===== src/rtl/vmu_mem_arb.sv =====
// vmu_mem_arb: arbitrates the vector load and store engines onto a single
// registered cache request slot. Round-robin on ties (load wins the first
// tie after reset), load credits bounded by MAX_OUTSTANDING.
// Optional build macro: VMU_ARB_HAZARD_CHECK_EN enables the load/store
// address-range hazard block on loads; without it loads are gated only by
// credits.
module vmu_mem_arb #(
    parameter int ADDR_WIDTH      = 32,
    parameter int REQ_DATA_WIDTH  = 256,
    parameter int TICKET_WIDTH    = 4,
    parameter int MAX_OUTSTANDING = 8
) (
    input  logic                              clk,
    input  logic                              rst_n,
    // load engine
    input  logic                              ld_req_i,
    input  logic [ADDR_WIDTH-1:0]             ld_addr_i,
    input  logic [TICKET_WIDTH-1:0]           ld_ticket_i,
    output logic                              ld_grant_o,
    // store engine
    input  logic                              st_req_i,
    input  logic [ADDR_WIDTH-1:0]             st_addr_i,
    input  logic [REQ_DATA_WIDTH-1:0]         st_data_i,
    output logic                              st_grant_o,
    // engine sync ranges (inclusive)
    input  logic                              st_busy_i,
    input  logic [ADDR_WIDTH-1:0]             st_start_addr_i,
    input  logic [ADDR_WIDTH-1:0]             st_end_addr_i,
    input  logic [ADDR_WIDTH-1:0]             ld_start_addr_i,
    input  logic [ADDR_WIDTH-1:0]             ld_end_addr_i,
    // cache request
    output logic                              mem_req_valid_o,
    output logic [ADDR_WIDTH-1:0]             mem_req_addr_o,
    output logic                              mem_req_is_store_o,
    output logic [TICKET_WIDTH-1:0]           mem_req_ticket_o,
    output logic [REQ_DATA_WIDTH-1:0]         mem_req_data_o,
    input  logic                              cache_ready_i,
    // load responses
    input  logic                              mem_resp_valid_i,
    // status
    output logic [$clog2(MAX_OUTSTANDING):0]  outstanding_o,
    output logic                              idle_o
);

    localparam int CNT_W = $clog2(MAX_OUTSTANDING) + 1;
    localparam logic [CNT_W:0]   MAX_INFLIGHT = (CNT_W + 1)'(MAX_OUTSTANDING);
    localparam logic [CNT_W-1:0] MAX_CNT      = CNT_W'(MAX_OUTSTANDING);

    typedef enum logic {
        S_EMPTY = 1'b0,
        S_FULL  = 1'b1
    } slot_state_t;

    slot_state_t                state_q, state_d;
    logic [ADDR_WIDTH-1:0]      addr_q, addr_d;
    logic                       is_store_q, is_store_d;
    logic [TICKET_WIDTH-1:0]    ticket_q, ticket_d;
    logic [REQ_DATA_WIDTH-1:0]  data_q, data_d;
    logic [CNT_W-1:0]           cnt_q, cnt_d;
    logic                       last_st_q, last_st_d;   // 1: store won last grant

    logic                       can_accept;
    logic                       slot_ld;
    logic [CNT_W:0]             inflight;
    logic                       hazard;
    logic                       ld_elig;
    logic                       st_elig;
    logic                       ld_win;
    logic                       st_win;
    logic                       ld_hs;
    logic                       rsp_dec;

`ifdef VMU_ARB_HAZARD_CHECK_EN
    logic                       range_ovl;
    logic                       slot_st_hit;

    // Load is blocked while a busy store range overlaps it, or the slot
    // still holds a store inside the load range.
    always_comb begin
        range_ovl   = st_busy_i
                      && (ld_start_addr_i <= st_end_addr_i)
                      && (st_start_addr_i <= ld_end_addr_i);
        slot_st_hit = (state_q == S_FULL) && is_store_q
                      && (addr_q >= ld_start_addr_i)
                      && (addr_q <= ld_end_addr_i);
        hazard      = range_ovl || slot_st_hit;
    end
`else
    logic unused_hazard_inputs;
    assign unused_hazard_inputs = ^{st_busy_i, st_start_addr_i, st_end_addr_i,
                                    ld_start_addr_i, ld_end_addr_i};

    // No hazard term in this build: loads are gated only by credits.
    always_comb begin
        hazard = 1'b0;
    end
`endif

    // Eligibility and round-robin winner selection; grants are combinational
    // in the accept cycle and suppressed while reset is asserted.
    always_comb begin
        can_accept = (state_q == S_EMPTY) || cache_ready_i;
        slot_ld    = (state_q == S_FULL) && !is_store_q;
        // credits count the load parked in the slot as already in flight
        inflight   = {1'b0, cnt_q} + {{CNT_W{1'b0}}, slot_ld};
        ld_elig    = ld_req_i && (inflight < MAX_INFLIGHT) && !hazard;
        st_elig    = st_req_i;
        ld_win     = 1'b0;
        st_win     = 1'b0;
        if (rst_n && can_accept) begin
            if (ld_elig && st_elig) begin
                ld_win = last_st_q;
                st_win = !last_st_q;
            end else begin
                ld_win = ld_elig;
                st_win = st_elig;
            end
        end
    end

    // Next slot contents, arbitration history and load credit counter.
    always_comb begin
        state_d    = state_q;
        addr_d     = addr_q;
        is_store_d = is_store_q;
        ticket_d   = ticket_q;
        data_d     = data_q;
        last_st_d  = last_st_q;
        cnt_d      = cnt_q;

        if (ld_win) begin
            state_d    = S_FULL;
            addr_d     = ld_addr_i;
            is_store_d = 1'b0;
            ticket_d   = ld_ticket_i;
            data_d     = '0;
            last_st_d  = 1'b0;
        end else if (st_win) begin
            state_d    = S_FULL;
            addr_d     = st_addr_i;
            is_store_d = 1'b1;
            ticket_d   = '0;
            data_d     = st_data_i;
            last_st_d  = 1'b1;
        end else if ((state_q == S_FULL) && cache_ready_i) begin
            // drained with nothing to refill: clear so the idle bus reads 0
            state_d    = S_EMPTY;
            addr_d     = '0;
            is_store_d = 1'b0;
            ticket_d   = '0;
            data_d     = '0;
        end

        ld_hs   = (state_q == S_FULL) && cache_ready_i && !is_store_q;
        rsp_dec = mem_resp_valid_i && (cnt_q != '0);
        if (ld_hs && !rsp_dec && (cnt_q != MAX_CNT)) begin
            cnt_d = cnt_q + CNT_W'(1);
        end else if (rsp_dec && !ld_hs) begin
            cnt_d = cnt_q - CNT_W'(1);
        end
    end

    // State registers; reset discards any in-flight slot content.
    always_ff @(posedge clk) begin
        if (!rst_n) begin
            state_q    <= S_EMPTY;
            addr_q     <= '0;
            is_store_q <= 1'b0;
            ticket_q   <= '0;
            data_q     <= '0;
            cnt_q      <= '0;
            last_st_q  <= 1'b1;
        end else begin
            state_q    <= state_d;
            addr_q     <= addr_d;
            is_store_q <= is_store_d;
            ticket_q   <= ticket_d;
            data_q     <= data_d;
            cnt_q      <= cnt_d;
            last_st_q  <= last_st_d;
        end
    end

    assign ld_grant_o         = ld_win;
    assign st_grant_o         = st_win;
    assign mem_req_valid_o    = (state_q == S_FULL);
    assign mem_req_addr_o     = addr_q;
    assign mem_req_is_store_o = is_store_q;
    assign mem_req_ticket_o   = ticket_q;
    assign mem_req_data_o     = data_q;
    assign outstanding_o      = cnt_q;
    assign idle_o             = (state_q == S_EMPTY) && (cnt_q == '0);

endmodule


===== config.mk =====
export PLATFORM = sky130hd
export DESIGN_NAME = vmu_mem_arb
export DESIGN_NICKNAME = d
export VERILOG_FILES = /design/src/rtl/vmu_mem_arb.sv
export SDC_FILE = /design/constraint.sdc
export NUM_CORES = 1
export LEC_CHECK = 0
export BUFFER_PORTS_ARGS = -buffer_cell sky130_fd_sc_hd__buf_2
export CAP_MARGIN = 10
export CORE_AREA = 2 2 299 301
export CTS_CLUSTER_SIZE = 8
export DETAILED_ROUTE_END_ITERATION = 8
export DIE_AREA = 0 0 301 303
export PLACE_DENSITY = 0.41
export SYNTH_ARGS = -nofsm -noshare
export SYNTH_HDL_FRONTEND = slang
export SYNTH_SLANG_ARGS = --single-unit

===== constraint.sdc =====
create_clock -name clk -period 4.8 [get_ports clk]
set_input_delay 0.48 -clock clk [delete_from_list [all_inputs] [get_ports clk]]
set_output_delay 0.48 -clock clk [all_outputs]
set_load 0.05 [all_outputs]

==> results of run 1 <==
[per-layer routing]
layer | global-route usage (%) | wire [µm] | vias to the layer above
met5 | 0 | 55 | -
met4 | 3.46 | 1300 | 8
met3 | 3.24 | 3920 | 83
met2 | 16.4 | 22700 | 393
met1 | 11.3 | 19300 | 5396
li1 | - | - | 5802
[flip-flops by register name, indices dropped and copies added, names as in the netlist]
name                flops
outstanding_o           4
last_st_q               1
mem_req_is_store_o      1
mem_req_data_o        256
mem_req_valid_o         1
mem_req_addr_o         32
mem_req_ticket_o        4
[stage by stage]
step           worst slack (ns)  std cells
3_5_place_dp               1.85       3036
3_3_place_gp               1.81       3036
5_1_grt                    1.41       3090
2_1_floorplan              2.17       1357
6_report                   1.68       3093
4_1_cts                    1.54       3088
[area by class of cell]
class | instances | share of cell area, %
Sequential cell | 299 | 35.8
Multi-Input combinational cell | 889 | 27.2
Timing Repair Buffer | 647 | 20.2
Tap cell | 1165 | 8.73
Clock buffer | 50 | 6.91
Inverter | 36 | 0.854
Clock inverter | 2 | 0.210
Antenna cell | 5 | 0.0749
[how the worst max path moves through the flow]
stage / to / slack (ns) / depth (start not counted)
final: st_grant_o / 1.68 / 5
after global routing: st_grant_o / 1.41 / 5
after CTS: st_grant_o / 1.54 / 5
after detailed placement: mem_req_data_o[42]$_SDFFE_PP0P_ / 1.85 / 6
after global placement: mem_req_data_o[42]$_SDFFE_PP0P_ / 1.81 / 6
after floorplan: outstanding_o[3]$_SDFFE_PN0P_ / 2.17 / 9
[layout by cell type (no fill, tap or decap), drive strengths merged, types with 2 or more instances in the layout]
cell / synthesis / layout
o21ai: 260 / 260
a221o: 32 / 32
buf: 83 / 647
ha: 2 / 2
dfxtp: 299 / 299
a32o: 4 / 4
inv: 36 / 36
nand3: 258 / 258
and3: 2 / 2
clkbuf: 50 / 50
nand2b: 3 / 3
diode: 0 / 5
and2: 2 / 2
a211oi: 36 / 36
nor2b: 2 / 2
mux2i: 2 / 2
nor3: 2 / 2
o31a: 3 / 3
or3: 2 / 2
nor2: 4 / 4
nand2: 262 / 262
[power by group through the flow]
stage	combinational, mW	sequential [mW]	clock [mW]
floorplan	0.893	4.05	0
global placement	2.73	3.01	0
detailed placement	2.72	3.01	0
CTS	2.72	2.97	2.98
global route	2.86	3.00	3.09
finish	2.68	2.97	2.84
[critical path, stage by stage, from the launching register on]
cell and delay [ns]:
dfxtp_1 0.55, nand2b_1 0.17, o21ai_4 0.23, nand2_2 0.22, inv_8 0.51, buf_2 0.38
[logic make-up after synthesis]
kind of cell	after synthesis	share of synthesized area (%)
AOI/OAI and AO/OA	339	17.7
xor gates and xnor gates	1	0.0772
adders and majority gates	3	0.397
buffers and inverters	169	7.42
DFF	299	52.8
muxes	2	0.177
and+or+nand+nor	544	21.4
==> metrics.csv, run 1 <==
metric,value,unit
status,"finished, final reports clean",
grt_first_pass_wirelength,70200,µm
cts_hold_buf,0,
p_int,5.11,mW
die_area,91200,µm²
die_w,301,µm
hold_violations,0,
synthArstFlopShare,0,%
slew_violations,0,
switchingPower,3.37,mW
netlist_area,11300,µm²
gr-usage-all-layers,9.67,%
cp_data_required_time,4.32,ns
grt_max_degree,165,
gr-total-overflow,0,
hpwlAfterDp,32000,µm
ys_types,42,
final_util,19.0,%
p_sw_share,39.7,%
yosysWarnings,0,
htreeDepth,2,
yosysTopAreaCell,dfxtp_1,
first_iter_violations,541,
ys_seq_area_share,52.8,%
reg2reg_slack,1.95,ns
max-slew-margin-rel,35.9,%
wire_per_inst,15.3,µm
synthFlopType,dfxtp_1,
synth.most_common_cell,dfxtp_1,
rows,109,
viasPerCell,3.78,
place_area,15500,µm²
crit_start,mem_req_valid_o$_SDFFE_PN0P_,
hold_class,primary input to flip-flop,
final_net_count,2379,
antenna_found_initial,8,
register_area,5990,µm²
netlist_instances,1357,
cp_max_fo,102,
cts_buffer_depth,3,
core_area,88000,µm²
hold-path-endpoint,mem_req_data_o[26]$_SDFFE_PP0P_,
p_comb_share,31.6,%
min-delay-start,st_data_i[26],
ir_worst_vdd,239,µV
synth_seq_cells,299,
fin_total_pwr,8.48,mW
numCtsBuffers,44,
port_buffers,630,
syn_nets,1819,
multi_input_area,4540,µm²
drive_gt1_share,36.6,%
rr_worst_depth,6,
period_needed,3.12,ns
tritoncts,yes,
clk_latency,0.55,ns
synth_edf_count,0,
cts_setup_buffers,0,
grt_pass1_vias,11602,
crit_path_end_kind,output port,
cts_resized,0,
whs,0.146,ns
p_seq_share,35.0,%
tns,0,ns
whs_path_depth,3,
timing.rr.end,mem_req_data_o[38]$_SDFFE_PP0P_,
post-route-drc-count,0,
clkPwrFrac,33.5,%
arrival,2.64,ns
synth_top_area_share,52.8,%
power.density,508,nW/µm²
max_cap_viol_count,0,
path_class,flip-flop to output port,
dr.pass1.iters,4,
die_h,303,µm
area_growth,47.3,%
cp-start-kind,flip-flop,
vias,11682,
fin_area,16700,µm²
final-setup-viol-count,0,
fin_skew,0.0121,ns
p_leak,7.21,nW
ys_top_cells_by_count,"299 x dfxtp_1, 261 x nand2_1, 258 x nand3_1, 154 x o21ai_1, 105 x o21ai_0",
synth_area_leaders,"dfxtp_1 53%, nand3_1 11%, nand2_1 8.6%",
finalWeightedCongestion,0.748,
rsz0062_at_grt,false,
syn_avg_cell_area,8.36,µm²
timing.fmax,321,MHz
start_util,12.9,%
fill_cells,10027,
worst_slew_pin_slew,0.962,ns
drt-total-wl,47300,µm
r2r-start,mem_req_valid_o$_SDFFE_PN0P_,
ant_nets,0,
io_pins,760,
cts_num_sinks,299,
cts_root_buffer,clkbuf_16,
clk_pin_slew_worst_paths,0.05,ns
timing.final.crit_share,64.9,%
No activity file was read; power rests on OpenSTA's default activity.
==> run 2, diff against run 1 <==
--- a/config.mk
+++ b/config.mk
@@ -7,11 +7,11 @@
 export LEC_CHECK = 0
 export BUFFER_PORTS_ARGS = -buffer_cell sky130_fd_sc_hd__buf_2
 export CAP_MARGIN = 10
-export CORE_AREA = 2 2 299 301
+export CORE_AREA = 2 2 298 300
 export CTS_CLUSTER_SIZE = 8
 export DETAILED_ROUTE_END_ITERATION = 8
-export DIE_AREA = 0 0 301 303
-export PLACE_DENSITY = 0.41
+export DIE_AREA = 0 0 300 302
+export PLACE_DENSITY = 0.42
 export SYNTH_ARGS = -nofsm -noshare
 export SYNTH_HDL_FRONTEND = slang
 export SYNTH_SLANG_ARGS = --single-unit
==> constraint.sdc (replaced) <==
create_clock -name clk -period 2.8 [get_ports clk]
set_input_delay 0.28 -clock clk [delete_from_list [all_inputs] [get_ports clk]]
set_output_delay 0.28 -clock clk [all_outputs]
set_load 0.05 [all_outputs]
==> run 2 against run 1 <==
Net effect: sequential cell count did not move; final area increased by 20%; critical endpoint is now mem_req_addr_o[2]$_SDFFE_PN0P_; first-iteration DRC count is 19% higher; worst hold slack worse by 0.11 ns; non-clock buffer count increased by 323; via count increased by 12%; critical path type is now flip-flop to flip-flop; count of clock-buffer cells in the layout is 3 higher; critical path depth increased by 2.
==> metrics.csv, run 2 (synthesis results as in run 1) <==
metric,value,unit
status,"finished, final reports clean",
period_needed,2.65,ns
r2r-start,outstanding_o[1]$_SDFFE_PN0P_,
crit_chain,buf_4 -> nand3_1 -> o21ai_4 -> buf_16 -> a211oi_1 -> a221o_1 -> dlygate4sd3_1,
cts_num_sinks,299,
whs,0.0389,ns
max_cap_viol_count,0,
viasPerCell,3.82,
crit_start,outstanding_o[1]$_SDFFE_PN0P_,
finalWeightedCongestion,0.736,
start_util,13.0,%
clk_latency,0.56,ns
slew_violations,0,
layout_commonest_cell,buf_2,
hold_class,primary input to flip-flop,
power.density,766,nW/µm²
timing.final.crit_share,94.5,%
final_cell_mix,"630 x buf_2, 320 x dlygate4sd3_1, 299 x dfxtp_1, 261 x nand2_1, 258 x nand3_1",
cp_data_required_time,3.25,ns
die_area,90600,µm²
cp_num_cells,7,
slowest_stage,dlygate4sd3_1,
area_growth,77.3,%
io_pins,760,
port_buffers,630,
arrival,3.09,ns
crit_path_end_kind,flip-flop,
antenna_found_initial,8,
cp_max_fo,117,
hold_violations,0,
largest_register_ffs,256,
max-slew-margin-rel,40.6,%
p_leak,8.70,nW
tritoncts,yes,
timing.rr.end,mem_req_addr_o[2]$_SDFFE_PN0P_,
htreeDepth,2,
gr-total-overflow,0,
cp-start-kind,flip-flop,
cts_root_buffer,clkbuf_16,
slowest_delay,0.56,ns
rsz0062_at_grt,false,
drive_gt1_share,31.6,%
fin_total_pwr,15.4,mW
cts_setup_buffers,0,
numCtsBuffers,45,
final_net_count,2704,
dr.pass1.iters,4,
gr-usage-all-layers,10.3,%
grt_max_degree,165,
timing.fmax,378,MHz
core_area,87600,µm²
setup.worst_path.end,mem_req_addr_o[2]$_SDFFE_PN0P_,
crit_buf_inv,3,
crit_family,buffers and inverters,
fin_skew,0.0172,ns
wire_per_inst,14.6,µm
ir_worst_vdd,450,µV
die_h,302,µm
rows,109,
vias,13048,
hpwlAfterDp,32300,µm
path_class,flip-flop to flip-flop,
grt_first_pass_wirelength,74900,µm
first_iter_violations,642,
reg2reg_slack,0.15,ns
ant_nets,0,
die_w,300,µm
rr_worst_depth,7,
grt_pass1_vias,12904,
cts_buffer_depth,3,
clk_pin_slew_worst_paths,0.05,ns
tns,0,ns
final-setup-viol-count,0,
post-route-drc-count,0,
worst_slew_pin_slew,0.891,ns
drt-total-wl,50000,µm
## run 2: cell types whose count changed in the layout (fill, tap and decap cells not counted), sizes merged
cell         change
diode            -4
clkbuf           +3
inv              +2
clkinv           +1
bufinv           +1
dlygate4sd3    +320
buf              +3
## run 2: layer usage
| metal | track usage (%) | up-vias | part of all wire (%) |
|---|---|---|---|
| met1 | 12.1 | 6048 | 41 |
| met3 | 3.15 | 88 | 7.4 |
| met2 | 17.7 | 442 | 48 |
| met5 | 0 | - | 0.11 |
| met4 | 3.86 | 10 | 3.1 |
| li1 | - | 6460 | - |
## run 2: cell type report
type,count,area [µm²]
clock inverters,5,78.8
repair buffers,970,6670
fillers,9712,67500
well taps,1165,1460
flip-flops and latches,299,5990
multi-input cells,889,4540
inverters,36,148
clock buffers,53,1210
repair inverters,1,8.76
diodes,1,2.50
## run 2: power by group
group,internal [mW],switching (mW),total (mW)
clock,3.17,2.01,5.18
combinational,1.47,3.71,5.17
sequential,4.79,0.265,5.06
## run 2: worst min path at each step
stage                                    start                                to  slack (ns)  cells past startpoint
6_report                         st_data_i[22]   mem_req_data_o[22]$_SDFFE_PP0P_        0.04                      3
5_1_grt                          st_data_i[22]   mem_req_data_o[22]$_SDFFE_PP0P_        0.01                      3
4_1_cts                          st_data_i[22]   mem_req_data_o[22]$_SDFFE_PP0P_      0.0002                      3
3_5_place_dp   mem_req_data_o[96]$_SDFFE_PP0P_   mem_req_data_o[96]$_SDFFE_PP0P_        0.44                      2
3_3_place_gp   mem_req_data_o[93]$_SDFFE_PP0P_   mem_req_data_o[93]$_SDFFE_PP0P_        0.43                      2
2_1_floorplan                   ld_ticket_i[0]  mem_req_ticket_o[0]$_SDFFE_PN0P_        0.41                      1
## run 2: tightest hold or removal path: stages
cell and delay, ns:
buf_2 0.08, nand3_1 0.10, o21ai_0 0.09
## run 2: stage by stage
stage          utilization (%)  area [µm²]  std cells  setup WS [ns]
6_report                  23.0       20100       3419          0.155
5_1_grt                   23.0       20100       3418         0.0166
4_1_cts                   22.9       20100       3418          0.139
3_5_place_dp              17.8       15600       3039          0.470
3_3_place_gp              17.8       15600       3039          0.474
2_1_floorplan                -       11300       1357          0.167
## run 2: timing repair
item                       4_1_cts  5_1_grt
hold buffers                   320        0
hold endpoints to repair       288        0
setup endpoints to repair        1        3
gates cloned                     1        0
resized for setup                2        2
==> run 3, diff against run 2 <==
--- a/config.mk
+++ b/config.mk
@@ -11,6 +11,7 @@
 export CTS_CLUSTER_SIZE = 8
 export DETAILED_ROUTE_END_ITERATION = 8
 export DIE_AREA = 0 0 300 302
+export HOLD_SLACK_MARGIN = 0.1
 export PLACE_DENSITY = 0.42
 export SYNTH_ARGS = -nofsm -noshare
 export SYNTH_HDL_FRONTEND = slang
==> run 3 against run 2 <==
Net effect: utilization grew 0.074 points; sequential cell count unchanged; via count shrank 0.17%; global-route usage is essentially flat; register-to-register slack about the same; critical path depth did not move; total power about the same; count of clock-buffer cells in the layout did not move; clock skew rose by 0.00094 ns; worst hold slack improved by 0.22 ns; sequential power about the same; largest cell class unchanged.
==> metrics.csv, run 3 (synthesis results as in run 1) <==
metric,value,unit
numCtsBuffers,45,
final-setup-viol-count,0,
final_util,23.0,%
ir_worst_vdd,447,µV
antenna_found_initial,8,
fill_cells,9711,
grt_first_pass_wirelength,74900,µm
crit_chain,buf_4 -> nand3_1 -> o21ai_4 -> buf_16 -> a211oi_1 -> a221o_1 -> dlygate4sd3_1,
crit_family,buffers and inverters,
rsz0062_at_grt,false,
whs,0.258,ns
cp-start-kind,flip-flop,
htreeDepth,2,
vias,13026,
slew_violations,0,
slowest_delay,0.56,ns
hpwlAfterDp,32300,µm
cts_buffer_depth,3,
area_growth,77.8,%
start_util,13.0,%
period_needed,2.65,ns
crit_path_end_kind,flip-flop,
die_w,300,µm
core_area,87600,µm²
hold_class,primary input to flip-flop,
clk_latency,0.56,ns
slowest_stage,dlygate4sd3_1,
die_h,302,µm
drt-total-wl,50100,µm
finalWeightedCongestion,0.736,
path_class,flip-flop to flip-flop,
timing.fmax,378,MHz
cts_root_buffer,clkbuf_16,
arrival,3.10,ns
max_cap_viol_count,0,
p_leak,8.73,nW
clk_pin_slew_worst_paths,0.05,ns
viasPerCell,3.80,
hold_violations,0,
final_cell_mix,"630 x buf_2, 326 x dlygate4sd3_1, 299 x dfxtp_1, 261 x nand2_1, 258 x nand3_1",
layout_commonest_cell,buf_2,
fin_area,20200,µm²
fin_skew,0.0181,ns
ant_nets,0,
final_net_count,2710,
post-route-drc-count,0,
gr-total-overflow,0,
post-place-ws,0.470,ns
max-slew-margin-rel,40.1,%
die_area,90600,µm²
cts_setup_buffers,0,
layout_setup_ws,0.153,ns
place_area,15600,µm²
rows,109,
worst_slew_pin_slew,0.898,ns
drive_gt1_share,31.5,%
grt_pass1_vias,12902,
tritoncts,yes,
io_pins,760,
tns,0,ns
power.density,765,nW/µm²
first_iter_violations,609,
largest_register_ffs,256,
status,"finished, final reports clean",
wire_per_inst,14.6,µm
cts_num_sinks,299,
crit_buf_inv,3,
dr.pass1.iters,4,
port_buffers,630,
timing.final.crit_share,94.5,%
gr-usage-all-layers,10.3,%
grt_max_degree,165,
cp_max_fo,117,
cp_data_required_time,3.25,ns
-- run 3: cell count changes in the layout (fill, tap and decap cells not counted), sizes merged --
cell | before | now
diode | 1 | 3
dlygate4sd3 | 320 | 326
-- run 3: repair_timing --
item                                   in CTS  in global routing
resized for setup                           2                  2
endpoints found under the hold margin     299                  0
hold buffers                              326                  0
setup endpoints to repair                   1                  3
gates cloned                                1                  0
-- run 3: routing by layer --
layer / up-vias / track usage [%] / wire, µm
met3: 91 / 3.15 / 3800
met4: 10 / 3.86 / 1560
met5: - / 0 / 75
met2: 420 / 17.7 / 23900
li1: 6472 / - / -
met1: 6033 / 12.1 / 20700
-- run 3: power breakdown --
group	total, mW	leakage [nW]	internal [mW]	switching, mW
clock	5.18	0.633	3.17	2.01
sequential	5.06	2.45	4.79	0.265
combinational	5.18	5.65	1.47	3.71
total	15.4	8.73	9.43	5.99
-- run 3: through the flow --
stage	cells	power, mW
2_1_floorplan	1357	8.48
3_3_place_gp	3039	9.89
3_5_place_dp	3039	9.88
4_1_cts	3424	15.7
5_1_grt	3424	16.2
6_report	3427	15.4
-- run 3: worst paths after layout --
kind	end	from	slack, ns	cells past startpoint
worst min-delay path	outstanding_o[3]$_SDFFE_PN0P_	mem_resp_valid_i	0.26	4
worst max register to register	mem_req_addr_o[2]$_SDFFE_PN0P_	outstanding_o[1]$_SDFFE_PN0P_	0.15	7
worst max-delay path	mem_req_addr_o[2]$_SDFFE_PN0P_	outstanding_o[1]$_SDFFE_PN0P_	0.15	7
worst min register to register	mem_req_data_o[60]$_SDFFE_PP0P_	mem_req_data_o[60]$_SDFFE_PP0P_	0.44	2
-- run 3: layout make-up --
| type | count | area (µm²) | share of cell area, % |
|---|---|---|---|
| Timing Repair Buffer | 976 | 6730 | 33.4 |
| Sequential cell | 299 | 5990 | 29.7 |
| Multi-Input combinational cell | 889 | 4540 | 22.5 |
| Tap cell | 1165 | 1460 | 7.23 |
| Clock buffer | 53 | 1210 | 5.99 |
| Inverter | 36 | 148 | 0.732 |
| Clock inverter | 5 | 78.8 | 0.391 |
| Timing Repair inverter | 1 | 8.76 | 0.0434 |
| Antenna cell | 3 | 7.51 | 0.0372 |
-- run 3: worst register-to-register path: stages, from the launching register on --
cell           delay, ns
dfxtp_1             0.32
buf_4               0.16
nand3_1             0.17
o21ai_4             0.38
buf_16              0.42
a211oi_1            0.24
a221o_1             0.30
dlygate4sd3_1       0.56
